[src/rtl/matrix_pkg.sv]
// Shared definitions for the keyboard/switch matrix scanner.
//   scan_state_t : scan FSM states (settle, sample one column, close a frame)
//   MATRIX_N     : rows and columns in the matrix
//   FRAME_W      : width of one full switch image (MATRIX_N * MATRIX_N)
package matrix_pkg;

  localparam int MATRIX_N = 8;
  localparam int FRAME_W  = MATRIX_N * MATRIX_N;

  typedef enum logic [1:0] {
    ST_SETTLE     = 2'd0,
    ST_SAMPLE     = 2'd1,
    ST_FRAME_DONE = 2'd2
  } scan_state_t;

endpackage

[src/rtl/decoder3_8.sv]
// 3-to-8 one-hot decoder.
//   sel    : binary index
//   en     : enable; all outputs low when 0
//   onehot : 1 << sel when enabled
module decoder3_8 (
  input  logic [2:0] sel,
  input  logic       en,
  output logic [7:0] onehot
);

  always_comb begin
    onehot = '0;
    if (en) onehot[sel] = 1'b1;
  end

endmodule

[src/rtl/matrix_scan_reader.sv]
// Scans an 8x8 switch matrix one column at a time, debounces whole frames and
// hands accepted switch images to a consumer through a valid/ready slot.
//   clk         : single clock, rising edge
//   rst         : asynchronous active-low reset
//   columns_out : one-hot column drive, active-high
//   rows_in     : row sense lines, active-low (0 = switch closed)
//   frame_out   : last accepted image, bit 8*k+j = column k, row j, 1 = closed
//   frame_valid : frame_out not yet taken by the consumer
//   frame_ready : consumer takes frame_out when frame_valid is also 1
module matrix_scan_reader
  import matrix_pkg::*;
#(
  parameter int SETTLE_TICKS    = 4,
  parameter int DEBOUNCE_FRAMES = 3
) (
  input  logic                clk,
  input  logic                rst,
  output logic [MATRIX_N-1:0] columns_out,
  input  logic [MATRIX_N-1:0] rows_in,
  output logic [FRAME_W-1:0]  frame_out,
  output logic                frame_valid,
  input  logic                frame_ready
);

  localparam logic [7:0] SETTLE_LAST = 8'(SETTLE_TICKS - 1);
  localparam logic [3:0] STABLE_MAX  = 4'(DEBOUNCE_FRAMES - 1);
  localparam logic [2:0] COL_LAST    = 3'(MATRIX_N - 1);

  // Stability counter stops at the acceptance threshold so a pending frame
  // stays eligible for as long as the consumer stalls.
  function automatic logic [3:0] sat_inc(input logic [3:0] v);
    return (v >= STABLE_MAX) ? STABLE_MAX : v + 4'd1;
  endfunction

  scan_state_t          state, state_nxt;
  logic [7:0]           settle_cnt;
  logic [2:0]           col;
  logic [FRAME_W-1:0]   shadow;
  logic [FRAME_W-1:0]   candidate;
  logic [3:0]           stable_cnt;

  logic                 do_sample;
  logic                 do_frame;
  logic                 slot_free;
  logic                 handshake;
  logic [3:0]           stable_nxt;
  logic                 accept;

  decoder3_8 u_col_dec (
    .sel    (col),
    .en     (1'b1),
    .onehot (columns_out)
  );

  always_ff @(posedge clk or negedge rst) begin
    if (!rst) state <= ST_SETTLE;
    else      state <= state_nxt;
  end

  always_comb begin
    state_nxt  = state;
    do_sample  = 1'b0;
    do_frame   = 1'b0;
    slot_free  = !frame_valid || frame_ready;
    handshake  = frame_valid && frame_ready;
    stable_nxt = stable_cnt;
    accept     = 1'b0;
    case (state)
      ST_SETTLE: begin
        if (settle_cnt == SETTLE_LAST) state_nxt = ST_SAMPLE;
      end
      ST_SAMPLE: begin
        do_sample = 1'b1;
        state_nxt = (col == COL_LAST) ? ST_FRAME_DONE : ST_SETTLE;
      end
      ST_FRAME_DONE: begin
        do_frame  = 1'b1;
        state_nxt = ST_SETTLE;
        // After this cycle candidate always equals shadow, so the acceptance
        // test compares the freshly scanned image against frame_out.
        stable_nxt = (shadow == candidate) ? sat_inc(stable_cnt) : 4'd0;
        accept     = (stable_nxt == STABLE_MAX) && (shadow != frame_out) && slot_free;
      end
      default: state_nxt = ST_SETTLE;
    endcase
  end

  always_ff @(posedge clk or negedge rst) begin
    if (!rst) begin
      settle_cnt <= '0;
      col        <= '0;
      shadow     <= '0;
      candidate  <= '0;
      stable_cnt <= '0;
      frame_out  <= '0;
      frame_valid <= 1'b0;
    end else begin
      if (state == ST_SETTLE) begin
        settle_cnt <= (settle_cnt == SETTLE_LAST) ? 8'd0 : settle_cnt + 8'd1;
      end else begin
        settle_cnt <= '0;
      end

      if (do_sample) begin
        shadow[{col, 3'b000} +: MATRIX_N] <= ~rows_in;
        if (col != COL_LAST) col <= col + 3'd1;
      end

      if (do_frame) begin
        col        <= '0;
        candidate  <= shadow;
        stable_cnt <= stable_nxt;
      end

      if (accept) begin
        frame_out   <= shadow;
        frame_valid <= 1'b1;
      end else if (handshake) begin
        frame_valid <= 1'b0;
      end
    end
  end

endmodule
[config.mk]
export PLATFORM = sky130hd
export DESIGN_NAME = matrix_scan_reader
export DESIGN_NICKNAME = d
export VERILOG_FILES = /design/src/rtl/matrix_pkg.sv /design/src/rtl/decoder3_8.sv /design/src/rtl/matrix_scan_reader.sv
export SDC_FILE = /design/constraint.sdc
export NUM_CORES = 1
export LEC_CHECK = 0
export CAP_MARGIN = 25
export CORE_UTILIZATION = 45
export DETAILED_ROUTE_END_ITERATION = 10
export MAX_ROUTING_LAYER = met4
export SYNTH_ARGS = -nofsm -noshare
export SYNTH_HDL_FRONTEND = slang
export SYNTH_SLANG_ARGS = --single-unit
export TNS_END_PERCENT = 5
[constraint.sdc]
create_clock -name clk -period 5.91 [get_ports clk]
set_clock_uncertainty 0.05 [all_clocks]
set_input_delay 1.182 -clock clk [delete_from_list [all_inputs] [get_ports clk]]
set_output_delay 1.182 -clock clk [all_outputs]
set_load 0.01 [all_outputs]
==> Flow_metrics.wiki <==
{| class="wikitable"
! Metric !! Value
|-
| Result of the run || completed
|-
| Clock tree from TritonCTS || done
|-
| Cell type with the largest total area after synthesis || dfrtp_1
|-
| Routed len/inst || roughly 21 µm
|-
| Worst slack at placement || 2.64 ns
|-
| Number of antenna cells inserted || 0
|-
| CTS sink count || 210
|-
| Max-slew headroom at the worst pin || 0.334
|-
| Layout area overhead || 19.0%
|-
| Maximum number of buffers from clock root to sink || 3
|-
| Worst-path maximum fanout || 14
|-
| First-iteration detailed-routing DRC count || 296
|-
| Total via count after detailed routing || between 6000 and 7000
|-
| Library cell used as clock root buffer || clkbuf_16
|-
| DR vias/cell || ~5.4
|-
| Total count of max-transition violations in the final report || 0
|-
| Endpoint arrival time on the critical path || 2.17 ns
|-
| Main synth FF type || dfrtp_1
|-
| Reg clk slew, reported paths || around 0.050 ns
|-
| Critical Path Source || col[0]
|-
| Worst Path Buf+Inv || 2
|-
| Capturing instance or port of the critical path || columns_out[3]
|-
| Fraction of the core area covered by cells at the end of the flow || 0.547
|-
| Final #Nets || 872
|-
| Count of distinct cell types in the synthesized netlist || 35
|-
| Static Leakage || ~5.1 nW
|-
| Highest clock rate || 0.294 GHz
|-
| Post-CTS setup-driven buffer insertion count || 0
|-
| Netlist area before placement || 9650 µm²
|-
| Number of instances in the synthesized netlist || 765
|-
| Minimum clock period || approximately 3.4 ns
|-
| Global-route usage over all layers || 0.234
|-
| Clock insertion delay at the later pin of the skew report || approximately 0.52 ns
|-
| Number of buffers added to fix hold violations after cts || 0
|-
| DRC violation count after routing || 0
|-
| Worst Hold Slack || around 0.46 ns
|-
| IO Count || 84
|-
| RR Endpoint || shadow[7]
|-
| Worst reg2reg path startpoint || col[0]
|-
| Top post-synthesis cells by area || dfrtp_1 54%, mux2_2 9.3%, mux2_4 7.6%
|-
| DIE AREA || 22000 µm²
|-
| Measured slew at the worst slew-check pin || 1.00 ns
|-
| Syn_nets || 786
|-
| Total Neg Setup Slack || 0 ns
|-
| Portion of the post-synthesis area used by sequential elements || 0.544
|-
| Total congestion overflow || 0
|-
| Peak ir drop on the vdd network || 0.000238 V
|-
| Delay-heaviest family, CP || buffers and inverters
|-
| Share of async-settable or async-resettable flops after synthesis || 1.00
|-
| Number of buffers created by CTS || 24
|-
| Via count of the first global-routing pass || 6289
|-
| Number of non-filler instances in the completed layout || 1142
|-
| Floorplan core area || 21000 µm²
|-
| Die height || 148 µm
|-
| H-tree depth reported by CTS || 1
|-
| First-pass GRT wire length || 37.5 mm
|-
| Total power of the final layout || 3.13 mW
|-
| Setup crit end kind || output pin
|-
| Placement Rows || 53
|-
| Min-Delay Path Class || register to register
|-
| Count of nets left with antenna violations after detail routing || 0
|-
| Tcrit/Tclk final || 0.575
|-
| Number of hold violations in the final report || 0
|-
| Syn avg cell area || 12.6 µm²
|-
| RSZ-0062 raised after global routing || false
|-
| Number of warning messages in the yosys log || 0
|-
| Number of fillers in the final layout || 1763
|-
| Initial core utilization || 0.459
|-
| Commonest non-fill, non-tap cell in the layout || dfrtp_1
|-
| Delay of the slowest cell on the worst path || ~0.6 ns
|-
| Master of the slowest instance on the critical path || dfrtp_1
|-
| Critical Path Source Type || register
|-
| Last weighted congestion value of the routability-driven placer || 0.830
|-
| Classification of the worst setup path || register to output pin
|-
| Horizontal extent of the die || 148 µm
|-
| Setup WS post-layout || 2.51 ns
|-
| Placed insts || 1099
|-
| Buffers on Ports || 83
|-
| Reg2reg path depth || 6
|-
| Number of detailed-route iterations in the first pass || 4
|-
| Share of post-route cells with drive strength above 1 || 0.203
|-
| Logic depth of the worst path, buffers included || 3
|-
| Setup-failing EPs final || 0
|-
| Count of flip-flops with a built-in enable after synthesis || 0
|-
| Worst endpoint required time || 4.68 ns
|-
| Area of placed instances || roughly 11000 µm²
|-
| Flops & latches, synth || 210
|-
| Pin count of the biggest net entering global routing || 97
|-
| Final instance area || 11500 µm²
|-
| Post-CTS Resized || 0
|-
| Cells along the critical path || inv_1 > nor3_1 > clkdlybuf4s50_1
|-
| Initial antenna violation count || 0
|-
| Overall routed net length || roughly 24 mm
|-
| Share of the synthesized area in the top cell type || 0.544
|-
| Most frequent cells in the layout || 210 x dfrtp_1, 82 x clkdlybuf4s50_1, 80 x mux2_2
|-
| HPWL after DPL || 16.2 mm
|-
| Slack of the worst reg-to-reg path || roughly 2.7 ns
|-
| Power density normalized to cell area || 272 nW/µm²
|-
| Max-cap violations || 0
|}
==> sequential cells by signal, indices dropped and copies added, names as in the netlist <==
signal       cells
shadow          64
candidate       64
frame_valid      1
frame_out       64
col              3
state            2
stable_cnt       4
settle_cnt       8
==> final cells by class <==
| cell class | instances | area [µm²] | share of cell area |
|---|---|---|---|
| Clock buffer | 38 | 744 | 0.0648 |
| Sequential cell | 210 | 5260 | 0.457 |
| Clock inverter | 4 | 20.0 | 0.00174 |
| Timing Repair Buffer | 89 | 877 | 0.0763 |
| Inverter | 10 | 37.5 | 0.00327 |
| Tap cell | 275 | 344 | 0.0299 |
| Multi-Input combinational cell | 516 | 4210 | 0.367 |
==> logic make-up after synthesis <==
kind of cell | Yosys count | share of synthesized area
AOI/OAI and AO/OA | 66 | 0.0385
DFF | 210 | 0.544
and+or+nand+nor | 177 | 0.0935
xor gates and xnor gates | 134 | 0.122
muxes | 129 | 0.170
buffers and inverters | 39 | 0.0196
adders and majority gates | 10 | 0.0130
==> how the worst min path moves through the flow <==
stage / startpoint / endpoint / cells after the start / slack (ns)
floorplan: stable_cnt[3] / stable_cnt[3] / 1 / 0.42
global placement: settle_cnt[0] / settle_cnt[0] / 1 / 0.44
detailed placement: stable_cnt[3] / stable_cnt[3] / 1 / 0.45
CTS: settle_cnt[0] / settle_cnt[0] / 1 / 0.46
global route: stable_cnt[3] / stable_cnt[3] / 1 / 0.47
finish: settle_cnt[0] / settle_cnt[0] / 1 / 0.46
==> cells in the mapped netlist (2+ instances only) <==
library cell	number
o21ai_0	51
nor3b_1	3
ha_1	10
nand3_1	12
buf_6	5
nor4_1	20
and3_1	2
nand4_1	24
xnor2_1	74
mux2_4	49
nor3_1	10
clkbuf_1	21
or3_1	2
nand3b_1	9
nand2_1	77
nor2_1	9
o31ai_1	11
inv_1	10
dfrtp_1	210
mux2_2	80
nand2b_1	2
a22o_1	2
xor2_1	60
==> layer usage <==
layer | track usage | share of wire
met1 | 0.321 | 0.46
met4 | 0.0459 | 0.013
met5 | - | 0
met2 | 0.368 | 0.48
met3 | 0.0359 | 0.042
==> report_power, final <==
group          leakage, nW  total, mW  switching, mW  internal (mW)
Combinational         2.05      0.156         0.0885         0.0678
Sequential            2.62       1.54         0.0565           1.48
Clock                0.381       1.43          0.574          0.857
Total                 5.06       3.13          0.719           2.41
Note: power is estimated with default switching activity, not from simulation.
